[src/rtl/memory_stage_if.sv]
// Data-cache request bus between the MEM stage (master) and the data cache (slave).
// The request holds while dhit is low, and completes in the cycle dhit is high.
interface memory_stage_if;
    logic        dmemREN;
    logic        dmemWEN;
    logic [31:0] dmemaddr;
    logic [31:0] dmemstore;
    logic        dhit;
    logic [31:0] dmemload;

    modport master (
        output dmemREN, dmemWEN, dmemaddr, dmemstore,
        input  dhit, dmemload
    );

    modport slave (
        input  dmemREN, dmemWEN, dmemaddr, dmemstore,
        output dhit, dmemload
    );
endinterface

[src/rtl/memory_stage.sv]
// MEM stage: drives the dcache, resolves branches and jumps, and registers MEM/WB (WB lands one edge after completion).
// Backpressure: stall holds the upstream latches while dhit is pending, and permanently once halted.
module memory_stage #(
    parameter int WAIT_LIMIT = 0,
    parameter int CNT_W      = 8
) (
    input  logic                 CLK,
    input  logic                 nRST,
    input  logic [31:0]          ex_pc_plus_4,
    input  logic [31:0]          ex_baddr,
    input  logic [31:0]          ex_jaddr,
    input  logic                 ex_zero,
    input  logic                 ex_Branch,
    input  logic                 ex_bne,
    input  logic                 ex_Jump,
    input  logic                 ex_JAL,
    input  logic                 ex_regWEN,
    input  logic                 ex_MemtoReg,
    input  logic                 ex_dREN,
    input  logic                 ex_dWEN,
    input  logic                 ex_halt,
    input  logic [4:0]           ex_wsel,
    input  logic [31:0]          ex_portout,
    input  logic [31:0]          ex_rdat2,
    memory_stage_if.master       dmem,
    output logic                 stall,
    output logic                 redirect,
    output logic [31:0]          redirect_pc,
    output logic                 flush,
    output logic                 wb_regWEN,
    output logic [4:0]           wb_wsel,
    output logic [31:0]          wb_wdat,
    output logic                 wb_halt,
    output logic                 mem_err
);

    localparam logic [1:0] S_IDLE    = 2'd0;
    localparam logic [1:0] S_MEMWAIT = 2'd1;
    localparam logic [1:0] S_HALTED  = 2'd2;

    logic [1:0]       state;
    logic [1:0]       state_nxt;
    logic [CNT_W-1:0] wait_cnt;
    logic             err_q;
    logic             stall_raw;
    logic             mem_op;
    logic             active;
    logic             taken;
    logic             wait_hit;

    assign mem_op = ex_dREN | ex_dWEN;

    // A halt riding on a memory op only takes effect once dhit completes the access.
    always_comb begin
        state_nxt = state;
        stall_raw = 1'b0;
        case (state)
            S_IDLE: begin
                if (mem_op && !dmem.dhit) begin
                    stall_raw = 1'b1;
                    state_nxt = S_MEMWAIT;
                end else if (ex_halt) begin
                    state_nxt = S_HALTED;
                end
            end
            S_MEMWAIT: begin
                if (dmem.dhit) begin
                    state_nxt = ex_halt ? S_HALTED : S_IDLE;
                end else begin
                    stall_raw = 1'b1;
                end
            end
            S_HALTED: stall_raw = 1'b1;
            default:  state_nxt = S_IDLE;
        endcase
    end

    // Reset gates the combinational outputs so nothing reaches the cache or PC while nRST is low.
    assign active         = nRST && (state != S_HALTED);
    assign dmem.dmemREN   = active & ex_dREN;
    assign dmem.dmemWEN   = active & ex_dWEN & ~ex_dREN;
    assign dmem.dmemaddr  = ex_portout;
    assign dmem.dmemstore = ex_rdat2;
    assign stall          = nRST & stall_raw;

    assign taken       = ex_Branch & (ex_zero ^ ex_bne);
    assign redirect    = active & ~stall_raw & (ex_Jump | taken);
    assign redirect_pc = ex_Jump ? ex_jaddr : ex_baddr;
    assign flush       = redirect;

    assign wait_hit = (WAIT_LIMIT != 0) && (state == S_MEMWAIT) && (wait_cnt == CNT_W'(WAIT_LIMIT));
    assign mem_err  = err_q | wait_hit;

    always_ff @(posedge CLK or negedge nRST) begin
        if (!nRST) begin
            state     <= S_IDLE;
            wait_cnt  <= '0;
            err_q     <= 1'b0;
            wb_regWEN <= 1'b0;
            wb_wsel   <= '0;
            wb_wdat   <= '0;
            wb_halt   <= 1'b0;
        end else begin
            state <= state_nxt;
            if (state == S_MEMWAIT && !dmem.dhit) begin
                if (wait_cnt != '1) wait_cnt <= wait_cnt + 1'b1;
            end else begin
                wait_cnt <= '0;
            end
            err_q <= err_q | wait_hit;
            if (state != S_HALTED && state_nxt == S_HALTED) wb_halt <= 1'b1;
            if (stall_raw) begin
                wb_regWEN <= 1'b0;
            end else begin
                wb_regWEN <= ex_regWEN;
                wb_wsel   <= ex_wsel;
                wb_wdat   <= ex_JAL ? ex_pc_plus_4 : (ex_MemtoReg ? dmem.dmemload : ex_portout);
            end
        end
    end

endmodule

[src/flat_wrapper.sv]
// flat-port wrapper written by rule: the top's interface ports become plain ports
module memory_stage_flat 
#(
    parameter int WAIT_LIMIT = 0,
    parameter int CNT_W      = 8
)
  (CLK, nRST, ex_pc_plus_4, ex_baddr, ex_jaddr, ex_zero, ex_Branch, ex_bne, ex_Jump, ex_JAL, ex_regWEN, ex_MemtoReg, ex_dREN, ex_dWEN, ex_halt, ex_wsel, ex_portout, ex_rdat2, stall, redirect, redirect_pc, flush, wb_regWEN, wb_wsel, wb_wdat, wb_halt, mem_err, dmem_dmemREN, dmem_dmemWEN, dmem_dmemaddr, dmem_dmemstore, dmem_dhit, dmem_dmemload);
  memory_stage_if dmem_i ();
  input  logic CLK;
  input  logic nRST;
  input  logic [31:0] ex_pc_plus_4;
  input  logic [31:0] ex_baddr;
  input  logic [31:0] ex_jaddr;
  input  logic ex_zero;
  input  logic ex_Branch;
  input  logic ex_bne;
  input  logic ex_Jump;
  input  logic ex_JAL;
  input  logic ex_regWEN;
  input  logic ex_MemtoReg;
  input  logic ex_dREN;
  input  logic ex_dWEN;
  input  logic ex_halt;
  input  logic [4:0] ex_wsel;
  input  logic [31:0] ex_portout;
  input  logic [31:0] ex_rdat2;
  output logic stall;
  output logic redirect;
  output logic [31:0] redirect_pc;
  output logic flush;
  output logic wb_regWEN;
  output logic [4:0] wb_wsel;
  output logic [31:0] wb_wdat;
  output logic wb_halt;
  output logic mem_err;
  output wire logic [$bits(dmem_i.dmemREN)-1:0] dmem_dmemREN;
  output wire logic [$bits(dmem_i.dmemWEN)-1:0] dmem_dmemWEN;
  output wire logic [$bits(dmem_i.dmemaddr)-1:0] dmem_dmemaddr;
  output wire logic [$bits(dmem_i.dmemstore)-1:0] dmem_dmemstore;
  input wire logic [$bits(dmem_i.dhit)-1:0] dmem_dhit;
  input wire logic [$bits(dmem_i.dmemload)-1:0] dmem_dmemload;
  assign dmem_dmemREN = dmem_i.dmemREN;
  assign dmem_dmemWEN = dmem_i.dmemWEN;
  assign dmem_dmemaddr = dmem_i.dmemaddr;
  assign dmem_dmemstore = dmem_i.dmemstore;
  assign dmem_i.dhit = dmem_dhit;
  assign dmem_i.dmemload = dmem_dmemload;
  memory_stage #(.WAIT_LIMIT(WAIT_LIMIT), .CNT_W(CNT_W)) u_core (.CLK(CLK), .nRST(nRST), .ex_pc_plus_4(ex_pc_plus_4), .ex_baddr(ex_baddr), .ex_jaddr(ex_jaddr), .ex_zero(ex_zero), .ex_Branch(ex_Branch), .ex_bne(ex_bne), .ex_Jump(ex_Jump), .ex_JAL(ex_JAL), .ex_regWEN(ex_regWEN), .ex_MemtoReg(ex_MemtoReg), .ex_dREN(ex_dREN), .ex_dWEN(ex_dWEN), .ex_halt(ex_halt), .ex_wsel(ex_wsel), .ex_portout(ex_portout), .ex_rdat2(ex_rdat2), .dmem(dmem_i), .stall(stall), .redirect(redirect), .redirect_pc(redirect_pc), .flush(flush), .wb_regWEN(wb_regWEN), .wb_wsel(wb_wsel), .wb_wdat(wb_wdat), .wb_halt(wb_halt), .mem_err(mem_err));
endmodule
[config.mk]
export PLATFORM = sky130hd
export DESIGN_NAME = memory_stage_flat
export DESIGN_NICKNAME = d
export VERILOG_FILES = /design/src/rtl/memory_stage_if.sv /design/src/rtl/memory_stage.sv /design/src/flat_wrapper.sv
export SDC_FILE = /design/constraint.sdc
export NUM_CORES = 1
export LEC_CHECK = 0
export ABC_AREA = 1
export CORE_AREA = 2 2 138 140
export CTS_BUF_LIST = sky130_fd_sc_hd__clkbuf_2
export CTS_CLUSTER_DIAMETER = 80
export DETAILED_ROUTE_END_ITERATION = 7
export DIE_AREA = 0 0 140 142
export GPL_TIMING_DRIVEN = 1
export PLACE_DENSITY_LB_ADDON = 0.3
export SLEW_MARGIN = 30
export SYNTH_ARGS = -nofsm -noshare
export SYNTH_HDL_FRONTEND = slang
export SYNTH_SLANG_ARGS = --single-unit
[constraint.sdc]
create_clock -name CLK -period 3.5 [get_ports CLK]
set_clock_uncertainty 0.1 [all_clocks]
set_input_delay 0.7 -clock CLK [delete_from_list [all_inputs] [get_ports CLK]]
set_output_delay 0.7 -clock CLK [all_outputs]
set_load 0.02 [all_outputs]
Yosys cells after proc, flatten, opt, wreduce, memory -nomap -nowiden:

Cells that the tools add are included.

* register bits: 41
* bits of input ports: 210
* output and inout port bits: 141
* logic and storage cells: 38

* equality and inequality tests: 4
* multiplexer cells: 12
* bitwise gates (word level): 12
* reductions and logical operators: 5

Operator list (number)
* $mux W32: 3
* $mux W2: 4
* $and A1 B1 Y1: 7
* $pmux W2 S3: 1
* $eq A2 B2 Y1 const B: 2
* $logic_and A1 B1 Y1: 3
* $mux W1: 3
* $pmux W1 S3: 1
* $eq A2 B1 Y1 const B: 1
* $logic_not A2 Y1: 1
* $ne A2 B2 Y1 const B: 1
* $not A1 Y1: 2
* $or A1 B1 Y1: 2
* $logic_not A1 Y1: 1
* $xor A1 B1 Y1: 1

Logic depth before layout (Yosys ltp):

Gate-level depths: netlist of the first run.

* depth after elaboration: 7
* depth in mapped cells: 8
* mapped depth without buffers: 6

Worst setup path after synthesis of the first run:

Ideal clock, no wire load.

* path type: input to output
* start: input ex_dREN
* end: output redirect
* arrival: 1637 ps
* data required time: 2700 ps
* slack: 1063 ps
* stages on the path: 6
* cell sequence: inv_1 > nand2_2 > nand2_4 > nand2_1 > a21oi_1 > buf_4

* word-level cells in the longest chain between the ends: 7

Ends and longest elaborated chain
* start, declared: RTL line flat_wrapper.sv:21 `input logic ex_dREN;`
* $or A1 B1 Y1: RTL line memory_stage.sv:51 `assign mem_op = ex_dREN | ex_dWEN;`
* $logic_and A1 B1 Y1: RTL line memory_stage.sv:59 `if (mem_op && !dmem.dhit) begin`
* $mux W1: RTL line memory_stage.sv:59
* $pmux W1 S3: RTL line memory_stage.sv:57 `case (state)`
* $not A1 Y1: RTL line memory_stage.sv:87 `assign redirect = active & ~stall_raw & (ex_Jump | taken);`
* $and A1 B1 Y1 (2 in series): RTL line memory_stage.sv:87
* end, declared: RTL line flat_wrapper.sv:28 `output logic redirect;`

No other way between the ends.

Final worst setup path of the first run:

* start: input ex_dWEN
* end: output flush

* word-level cells in the longest chain between the ends: 7

Ends and longest elaborated chain
* start, declared: RTL line flat_wrapper.sv:22 `input logic ex_dWEN;`
* $or A1 B1 Y1: RTL line memory_stage.sv:51
* $logic_and A1 B1 Y1: RTL line memory_stage.sv:59
* $mux W1: RTL line memory_stage.sv:59
* $pmux W1 S3: RTL line memory_stage.sv:57
* $not A1 Y1: RTL line memory_stage.sv:87
* $and A1 B1 Y1 (2 in series): RTL line memory_stage.sv:87
* end, declared: RTL line flat_wrapper.sv:30 `output logic flush;`

No other way between the ends.

==> results of run 1 <==
==> power by group through the flow <==
stage / clock, µW / combinational, µW / sequential [µW]
floorplan: 0 / 738 / 1080
global placement: 0 / 1830 / 819
detailed placement: 0 / 1840 / 822
CTS: 252 / 1840 / 816
global route: 268 / 1970 / 843
finish: 223 / 1800 / 811
==> routing by layer <==
layer | vias to the layer above | GRT usage [%]
met4 | 0 | 4.09
li1 | 2103 | -
met3 | 20 | 4.68
met5 | - | 0
met1 | 1755 | 15.0
met2 | 172 | 23.9
==> worst max-delay path, delay by kind of cell <==
family | cells | cell delay, ns
AO/OA/AOI/OAI | 1 | 0.28
AND/OR/NAND/NOR | 4 | 0.41
buffers and inverters | 2 | 1.10
==> through the flow <==
stage	total power [µW]	utilization (%)	instance area, µm²
global placement	2650	33.0	6080
finish	2840	33.2	6120
CTS	2910	33.2	6120
global route	3090	33.2	6120
floorplan	1820	-	3500
detailed placement	2660	33.0	6080
==> area by class of cell <==
class | instances | area [µm²] | share of cell area, %
Clock buffer | 8 | 40.0 | 0.654
Inverter | 74 | 278 | 4.54
Multi-Input combinational cell | 391 | 1560 | 25.5
Sequential cell | 41 | 1030 | 16.8
Tap cell | 234 | 293 | 4.78
Timing Repair Buffer | 294 | 2930 | 47.8
==> cells in the final DEF, fill, tap and decap left out, drive strengths merged <==
cell | Yosys | final
inv | 74 | 74
conb | 1 | 1
clkbuf | 13 | 8
nand2 | 340 | 340
nand3 | 38 | 38
dfrtp | 41 | 41
buf | 81 | 10
clkdlybuf4s50 | 0 | 284
or2 | 1 | 1
nor2 | 8 | 8
a21oi | 2 | 2
o21bai | 1 | 1
==> logic make-up after synthesis <==
group | synth area share (%)
other | 0.107
buffers and inverters | 26.2
and+or+nand+nor | 43.6
DFF | 29.3
AOI/OAI and AO/OA | 0.822
==> how the worst min path moves through the flow <==
stage,start,to,cells past startpoint
2_1_floorplan,nRST,u_core.state[0],0
3_3_place_gp,u_core.wb_wsel[2],u_core.wb_wsel[2],2
3_5_place_dp,u_core.wb_wsel[1],u_core.wb_wsel[1],2
4_1_cts,nRST,u_core.wb_wdat[14],2
5_1_grt,nRST,u_core.wb_wdat[17],2
6_report,nRST,u_core.wb_wdat[17],2
==> flip-flops by register name (all words and copies together), names as in the netlist <==
register,count
u_core.wb_regWEN,1
u_core.wb_wdat,32
u_core.wb_wsel,5
u_core.wb_halt,1
u_core.state,2
==> metrics.sh, run 1 <==
CRIT_PATH_TOP_CELL_BY_COUNT='sky130_fd_sc_hd__clkdlybuf4s50_1'
DIE-HEIGHT_UM=142
DRTPASS1ITERATIONS=8
SETUP_VIOLATIONS=0
FINAL_LAYOUT_SIZE_SUFFIX_GT1_SHARE_PCT=3.59
SYNTH.CELLS.MOST_FREQUENT='sky130_fd_sc_hd__nand2_1 (337), sky130_fd_sc_hd__inv_1 (72), sky130_fd_sc_hd__buf_4 (66)'
HOLDCRITPATHCLASS='input port to async pin'
AVGSYNTHCELLAREA_UM2=5.84
DRTITER0DRC=145
TIMING.SETUP.CRITICAL_PATH_CLASS='input port to primary output'
POWER_SWITCHING_uW=1260
VIAS=4050
CRIT_PATH_MAX_INCR_DELAY_NS=0.67
RSZ0062_AT_GRT='false'
COUNT_OF_STATE_ELEMENTS_AFTER_SYNTHESIS=41
WORST_HOLD_SLACK_NS=0.340
CRITICAL_PATH_PEAK_FANOUT=8
CLOCK-SINKS=41
MAX_SLEW_MARGIN_PCT=45.5
WORST_R2R_PATH_DEPTH=5
ENDPOINT='flush'
INTERNAL_POWER_uW=1570
ANTENNA_CELLS_INSERTED=0
GRT_START_MAX_NET_PINS=42
SYNTH-EDFF-COUNT=0
GRT_FIRST_PASS_WIRELENGTH_MM=20.9
POST-SYNTH-TOP-COUNT-CELL='sky130_fd_sc_hd__nand2_1'
YOSYSWARNINGCOUNT=0
FLOORPLAN.DIE.WIDTH_UM=140
TIMING_HOLD_VIOLATIONS_FINAL=0
SETUP.WORST_PATH.START='ex_dWEN'
PIN_COUNT=351
CRIT_PATH_END_KIND='primary output'
VIA_PER_INST=3.89
VIOLATED_CHECKS='DRC'
PLACE_HPWL_MM=10.7
CTS_TREE='done'
PRE_CTS_WS_NS=0.172
POSTCTSHOLDBUFS=0
TIMING.CRITICAL_PATH.SLOWEST_STAGE_CELL='sky130_fd_sc_hd__clkdlybuf4s50_1'
FINAL-MAX-SLEW-VIOLATION-COUNT=0
ROUTE.DETAILED.WL_PER_INST_UM=13.1
GRT_PASS1_VIAS=4018
WL_MET3_MM=1.34
CLK_PATH_BUF_DEPTH=2
PEAK_FREQ_GHz=0.303
ANTENNA_FOUND_INITIAL=0
SYNTH-MAIN-FF-CELL='sky130_fd_sc_hd__dfrtp_1'
R2R-END='u_core.wb_wdat[1]'
TRANSITION_TIME_OF_THE_TIGHTEST_SLEW_CHECK_PIN_NS=0.815
SYNTHDISTINCTLIBCELLS=19
DP_CELLS=1034
SYNTH.TOP_CELLS.BY_AREA='sky130_fd_sc_hd__nand2_1 (36%), sky130_fd_sc_hd__dfrtp_1 (29%), sky130_fd_sc_hd__buf_4 (14%)'
AREA_GROWTH_PCT=74.9
SYNTH_LARGEST_AREA_CELL='sky130_fd_sc_hd__nand2_1'
ROWS=50
IR_DROP_uV=236
TOTAL_CLOCK_BUFFERS_CREATED_BY_CTS=5
POST-CTS-SETUP-BUFFER-COUNT=0
POSTSYNTHCELLCOUNT=600
PLACE_CONGESTION=0.700
RUN_STATUS='complete, but fails checks'
WL_MET1_MM=5.37
POST_DETAILED_ROUTING_WIRE_LENGTH_MM=13.7
SHARE_OF_FLIP_FLOPS_WITH_AN_ASYNCHRONOUS_SET_OR_RESET_PCT=100
WORST-ENDPOINT-ARRIVAL_NS=2.50
CRIT-REG2REG-LAUNCH='u_core.state[1]'
GRT.OVERFLOW.TOTAL=0
TOTAL_LEAKAGE_POWER_uW=0.00316
STARTING_UTILIZATION_OF_THE_CORE_AREA_PCT=19.0
CLOCK_POWER_SHARE_PCT=7.9
PORT_BUFFERS=285
DIE-AREA_UM2=19900
CRIT_SHARE_POST_ROUTE_PCT=94.3
SEQUENTIAL_FRACTION_OF_THE_SYNTHESIS_AREA_PCT=29.3
CTS-RESIZED-GATES=0
CP_CELL_SEQUENCE='clkdlybuf4s50_1 > nor2_2 > nand2_2 > nand2_4 > nand2_1 > a21oi_1 > clkdlybuf4s50_1'
GRT.TOTAL_USAGE_PCT=13.4
TIMING.FINAL.CRIT_PERIOD_NS=3.30
WL_MET2_MM=6.60
CRITICAL_PATH_REQUIRED_NS=2.70
DRC=25
WORST-R2R-SETUP-SLACK_NS=1.69
STARTPOINT_TYPE='input port'
SYNTHESIS.AREA_UM2=3500
SYNTH_TOP_AREA_SHARE_PCT=36.1
NNETSFINAL=1017
CAP_VIOLATIONS=0
WORST_SKEW_PAIR_LATENCY_NS=0.39
FILL_CELLS=2065
POWER.SEQUENTIAL.FRACTION_PCT=28.6
FLOORPLAN.CORE_AREA_UM2=18500
CELLPOWERDENSITY_nW_PER_UM2=463
WORST_SETUP_HOLD_PATH_CLK_SLEW_NS=0.23
DETAIL-ROUTE-ANTENNA-NETS=0
INSTANCES_NO_FILL=1042
P_COMB_SHARE_PCT=63.5
SYNTH_NETS=810
TOP_ROUTING_LAYER_IN_USE='met4'
SW_FRAC_OF_TOTAL_PCT=44.6
FINAL_CRITICAL_PATH_SETUP_SLACK_NS=0.200
ROOT_BUF_CELL='sky130_fd_sc_hd__clkbuf_2'
SETUP_TOTAL_NEGATIVE_SLACK_NS=0
H-TREE-DEPTH=2
Power figures use the tool's default switching activity.
==> run 2: changes to the inputs <==
- GPL_TIMING_DRIVEN: 1 -> 0
==> metrics.sh, run 2 (synthesized netlist as in run 1, its figures left out) <==
RUN_STATUS='complete, but fails checks'
VIOLATED_CHECKS='DRC'
WORST-ENDPOINT-ARRIVAL_NS=2.52
STARTPOINT_TYPE='input port'
R2R-END='u_core.wb_wdat[9]'
TRANSITION_TIME_OF_THE_TIGHTEST_SLEW_CHECK_PIN_NS=0.598
NUMBER_OF_FLIP_FLOPS_IN_THE_LARGEST_REGISTER=32
WL_MET1_MM=5.78
WORST_SETUP_HOLD_PATH_CLK_SLEW_NS=0.22
H-TREE-DEPTH=2
TOP_ROUTING_LAYER_IN_USE='met4'
FLOORPLAN.CORE_AREA_UM2=18500
CRIT_SHARE_POST_ROUTE_PCT=94.9
CLK_PATH_BUF_DEPTH=2
DRTPASS1ITERATIONS=8
VIAS=4466
CLOCK-SINKS=41
POWER.SEQUENTIAL.FRACTION_PCT=26.6
CAP_VIOLATIONS=0
FILL_CELLS=2026
POWER_SWITCHING_uW=1360
LAYOUT_COMMONEST_CELL='sky130_fd_sc_hd__nand2_1'
PIN_COUNT=351
DRTITER0DRC=145
MAX_FLOP_REGISTER='u_core.wb_wdat'
GRT_PASS1_VIAS=4379
AREA_GROWTH_PCT=101
IR_DROP_uV=156
GRT_START_MAX_NET_PINS=21
HOLDCRITPATHCLASS='input port to async pin'
SETUP_VIOLATIONS=0
POST_DETAILED_ROUTING_WIRE_LENGTH_MM=15.4
ROOT_BUF_CELL='sky130_fd_sc_hd__clkbuf_2'
GRT.OVERFLOW.TOTAL=0
WL_MET2_MM=7.86
WORST_R2R_PATH_DEPTH=6
CRITICAL_PATH_REQUIRED_NS=2.70
SETUP_TOTAL_NEGATIVE_SLACK_NS=0
SW_FRAC_OF_TOTAL_PCT=44.6
CRIT_PATH_END_KIND='primary output'
TIMING.FINAL.CRIT_PERIOD_NS=3.32
FINAL-MAX-SLEW-VIOLATION-COUNT=0
PEAK_FREQ_GHz=0.301
MAX_SLEW_MARGIN_PCT=60.1
STARTING_UTILIZATION_OF_THE_CORE_AREA_PCT=19.0
ROWS=50
VIA_PER_INST=3.85
ROUTE.DETAILED.WL_PER_INST_UM=13.3
P_COMB_SHARE_PCT=66.0
FINAL_LAYOUT_SIZE_SUFFIX_GT1_SHARE_PCT=10.8
CTS_TREE='done'
DIE-HEIGHT_UM=142
GRT_FIRST_PASS_WIRELENGTH_MM=23.0
DIE-AREA_UM2=19900
PLACE_CONGESTION=0.733
RSZ0062_AT_GRT='false'
INTERNAL_POWER_uW=1690
NNETSFINAL=1135
TOTAL_CLOCK_BUFFERS_CREATED_BY_CTS=5
WL_MET3_MM=1.63
DRC=25
TIMING_HOLD_VIOLATIONS_FINAL=0
TOTALPOWERFINAL_uW=3040
FLOORPLAN.DIE.WIDTH_UM=140
GRT.TOTAL_USAGE_PCT=14.9
WORST_SKEW_PAIR_LATENCY_NS=0.44
MOST_FREQUENT_CELLS_IN_THE_LAYOUT='sky130_fd_sc_hd__nand2_1 (337), sky130_fd_sc_hd__clkdlybuf4s50_1 (313), sky130_fd_sc_hd__inv_1 (72), sky130_fd_sc_hd__buf_4 (66), sky130_fd_sc_hd__dfrtp_1 (41)'
CLOCK_POWER_SHARE_PCT=7.4
PLACE_HPWL_MM=12.3
PORT_BUFFERS=314
LAYOUT_TOP_REGISTERS='u_core.wb_wdat: 32 flops, u_core.wb_wsel: 5 flops, u_core.state: 2 flops'
CELLPOWERDENSITY_nW_PER_UM2=432
ANTENNA_CELLS_INSERTED=0
CRIT-REG2REG-LAUNCH='u_core.state[0]'
ANTENNA_FOUND_INITIAL=0
CRITICAL_PATH_PEAK_FANOUT=8
POST-CTS-SETUP-BUFFER-COUNT=0
TIMING.SETUP.CRITICAL_PATH_CLASS='input port to primary output'
TOTAL_LEAKAGE_POWER_uW=0.00364
DETAIL-ROUTE-ANTENNA-NETS=0
WORST-R2R-SETUP-SLACK_NS=1.94
## run 2: cell count changes in the layout (fill, tap and decap cells not counted), moves of 2 or more
cell / previous run / this run
sky130_fd_sc_hd__clkbuf_1: 0 / 13
sky130_fd_sc_hd__clkbuf_2: 8 / 6
sky130_fd_sc_hd__dlygate4sd3_1: 0 / 2
sky130_fd_sc_hd__buf_2: 1 / 12
sky130_fd_sc_hd__clkdlybuf4s50_1: 284 / 313
sky130_fd_sc_hd__buf_6: 0 / 4
sky130_fd_sc_hd__buf_4: 8 / 66
## run 2: routing by layer
metal | track usage, % | up-vias
met4 | 3.62 | 0
met3 | 5.69 | 14
met2 | 27.6 | 208
met1 | 16.2 | 1913
li1 | - | 2331
met5 | 0 | -
## run 2: layout make-up
cell class                 count  area (µm²)  share of cell area (%)
timing repair buffer         318        3200                    45.6
multi-input combinational    391        1560                    22.2
sequential                    41        1030                    14.6
buffer                        94         638                    9.07
tap                          234         293                    4.16
inverter                      74         278                    3.95
clock buffer                   6        30.0                   0.427
clock inverter                 1        3.75                  0.0534
## run 2: worst max path at each step
stage | from | to | slack (ns) | cells past startpoint
2_1_floorplan | ex_dREN | redirect | 1.06 | 6
3_3_place_gp | nRST | redirect | -1.64 | 7
3_5_place_dp | nRST | redirect | -0.04 | 7
4_1_cts | ex_dWEN | stall | 0.15 | 7
5_1_grt | ex_dWEN | redirect | 0.04 | 8
6_report | ex_dWEN | redirect | 0.18 | 8
## run 2: repair_timing
action / CTS / global route
hold buffers: 4 / 0
resized for setup: 1 / 0
hold endpoints to repair: 21 / 0
setup endpoints to repair: 1 / 0
## run 2: power groups by stage
| stage | Sequential (µW) | Clock [µW] | Combinational [µW] |
|---|---|---|---|
| 2_1_floorplan | 1080 | 0 | 738 |
| 5_1_grt | 841 | 249 | 2190 |
| 6_report | 810 | 225 | 2010 |
| 3_5_place_dp | 820 | 0 | 2040 |
| 4_1_cts | 813 | 242 | 2050 |
| 3_3_place_gp | 815 | 0 | 2030 |
## run 2: critical path: stages
cell and delay (ns):
sky130_fd_sc_hd__clkdlybuf4s50_1 0.44, sky130_fd_sc_hd__nor2_2 0.10, sky130_fd_sc_hd__nand2_2 0.10, sky130_fd_sc_hd__nand2_4 0.12, sky130_fd_sc_hd__nand2_1 0.12, sky130_fd_sc_hd__a21oi_1 0.20, sky130_fd_sc_hd__buf_4 0.14, sky130_fd_sc_hd__clkdlybuf4s50_1 0.59
## run 2: per-stage QoR
step                std cells  util [%]  setup slack, ns  cell area, µm²  hold WS (ns)
finish                   1159      38.1            0.178            7030        0.0650
global route             1159      38.1           0.0350            7030        0.0156
CTS                      1159      38.1            0.148            7030        0.0171
detailed placement       1148      37.6          -0.0420            6940         0.358
global placement         1148      37.6            -1.64            6940         0.356
floorplan                 600         -             1.06            3500         0.304
==> run 3: changes to the inputs <==
- SLEW_MARGIN: 30 -> 20
==> metrics.sh, run 3 (synthesized netlist as in run 1, its figures left out) <==
PORT_BUFFERS=314
STARTING_UTILIZATION_OF_THE_CORE_AREA_PCT=19.0
ROOT_BUF_CELL='sky130_fd_sc_hd__clkbuf_2'
WORST-ENDPOINT-ARRIVAL_NS=2.48
ROWS=50
FLOORPLAN.CORE_AREA_UM2=18500
DRC=25
FINAL_LAYOUT_SIZE_SUFFIX_GT1_SHARE_PCT=10.8
RUN_STATUS='complete, but fails checks'
VIA_PER_INST=3.86
DRTPASS1ITERATIONS=6
DP_CELLS=1149
CLK_PATH_BUF_DEPTH=2
ANTENNA_CELLS_INSERTED=0
DIE-HEIGHT_UM=142
SETUP_VIOLATIONS=0
TIMING.SETUP.CRITICAL_PATH_CLASS='input port to primary output'
CRITICAL_PATH_PEAK_FANOUT=8
LAYOUT_COMMONEST_CELL='sky130_fd_sc_hd__nand2_1'
FINAL-MAX-SLEW-VIOLATION-COUNT=0
IR_DROP_uV=151
PEAK_FREQ_GHz=0.305
VIOLATED_CHECKS='DRC'
GR-USAGE-MET2_PCT=26.8
POST-CTS-SETUP-BUFFER-COUNT=0
CELLPOWERDENSITY_nW_PER_UM2=433
GRT.BUSIEST_LAYER='met2'
GRT_FIRST_PASS_WIRELENGTH_MM=22.7
GRT.TOTAL_USAGE_PCT=14.8
GRT.OVERFLOW.TOTAL=0
TOTAL_LEAKAGE_POWER_uW=0.00364
ANTENNA_FOUND_INITIAL=1
CRIT_PATH_END_KIND='primary output'
LAYOUT_TOP_REGISTERS='u_core.wb_wdat: 32 flops, u_core.wb_wsel: 5 flops, u_core.state: 2 flops'
CTS_TREE='done'
GROUTE.LAYER.MET3.USAGE_PCT=5.59
WORST_HOLD_SLACK_NS=0.228
VIAS=4468
INSTANCES_NO_FILL=1159
MOST_FREQUENT_CELLS_IN_THE_LAYOUT='sky130_fd_sc_hd__nand2_1 (337), sky130_fd_sc_hd__clkdlybuf4s50_1 (313), sky130_fd_sc_hd__inv_1 (72), sky130_fd_sc_hd__buf_4 (67), sky130_fd_sc_hd__dfrtp_1 (41)'
POST_DETAILED_ROUTING_WIRE_LENGTH_MM=15.4
CRIT_SHARE_POST_ROUTE_PCT=93.7
CRITICAL_PATH_REQUIRED_NS=2.70
AREA_GROWTH_PCT=100
CLOCK-SINKS=41
WORST_SKEW_PAIR_LATENCY_NS=0.43
DIE-AREA_UM2=19900
PLACE_CONGESTION=0.733
MAX_SLEW_MARGIN_PCT=48.6
DETAIL-ROUTE-ANTENNA-NETS=0
STARTPOINT_TYPE='input port'
WORST_SETUP_HOLD_PATH_CLK_SLEW_NS=0.21
GRT_START_MAX_NET_PINS=22
MET1_USAGE_PCT=16.3
TOTAL_CLOCK_BUFFERS_CREATED_BY_CTS=5
TRANSITION_TIME_OF_THE_TIGHTEST_SLEW_CHECK_PIN_NS=0.769
GRT_PASS1_VIAS=4337
PIN_COUNT=351
TIMING.FINAL.CRIT_PERIOD_NS=3.28
NNETSFINAL=1135
NUMBER_OF_FLIP_FLOPS_IN_THE_LARGEST_REGISTER=32
TIMING_HOLD_VIOLATIONS_FINAL=0
ROUTE.DETAILED.WL_PER_INST_UM=13.3
H-TREE-DEPTH=2
HOLDCRITPATHCLASS='input port to async pin'
CAP_VIOLATIONS=0
MAX_FLOP_REGISTER='u_core.wb_wdat'
RSZ0062_AT_GRT='false'
DRTITER0DRC=147
PLACE_HPWL_MM=12.5
FLOORPLAN.DIE.WIDTH_UM=140
-- run 3: layout make-up --
class	count	area [µm²]
Fill cell	2016	11400
Multi-Input combinational cell	391	1560
Tap cell	234	293
Inverter	74	278
Clock inverter	1	3.75
Buffer	94	638
Timing Repair Buffer	318	3190
Sequential cell	41	1030
Clock buffer	6	30.0
-- run 3: path summary, 6_finish.rpt --
kind	from	endpoint	slack, ns	cells past startpoint
setup / recovery	ex_dWEN	redirect	0.22	8
hold / removal	nRST	u_core.wb_wdat[17]	0.23	2
setup reg to reg	u_core.state[0]	u_core.wb_wdat[9]	1.94	6
hold reg to reg	u_core.wb_wsel[1]	u_core.wb_wsel[1]	0.40	2
max in group asynchronous	nRST	u_core.wb_wdat[16]	1.96	3
min in group CLK	u_core.wb_wsel[1]	u_core.wb_wsel[1]	0.40	2
-- run 3: routing by layer --
layer | share of wire, % | vias to the layer above
li1 | - | 2332
met1 | 39 | 1911
met2 | 49 | 209
met3 | 11 | 16
met4 | 1.4 | 0
met5 | 0 | -
-- run 3: power breakdown --
group | switching [µW] | total [µW] | leakage [µW] | internal, µW
clock | 171 | 218 | 0.0000265 | 46.4
combinational | 1060 | 2010 | 0.00311 | 944
sequential | 118 | 811 | 0.000503 | 693
total | 1350 | 3030 | 0.00364 | 1680
-- run 3: repair_timing --
item,in CTS,in global routing
hold buffers,3,0
endpoints found under the setup margin,2,0
gates resized for setup,1,0
hold endpoints to repair,21,0
-- run 3: worst max-delay path, cell delays in order --
cell and delay, ns:
sky130_fd_sc_hd__clkdlybuf4s50_1 0.43, sky130_fd_sc_hd__nor2_2 0.10, sky130_fd_sc_hd__nand2_2 0.10, sky130_fd_sc_hd__nand2_4 0.12, sky130_fd_sc_hd__nand2_1 0.11, sky130_fd_sc_hd__a21oi_1 0.18, sky130_fd_sc_hd__buf_4 0.13, sky130_fd_sc_hd__clkdlybuf4s50_1 0.59
-- run 3: per-stage QoR --
step	power, µW	setup slack, ns	util [%]	setup TNS [ns]	cell area, µm²
after floorplan	1820	1.06	-	0	3500
after global placement	2850	-1.64	37.6	-7.13	6940
after detailed placement	2860	-0.170	37.7	-0.255	6950
after CTS	3100	0.155	38.0	0	7020
after global routing	3280	0.0435	38.0	0	7010
final	3030	0.222	38.0	0	7010
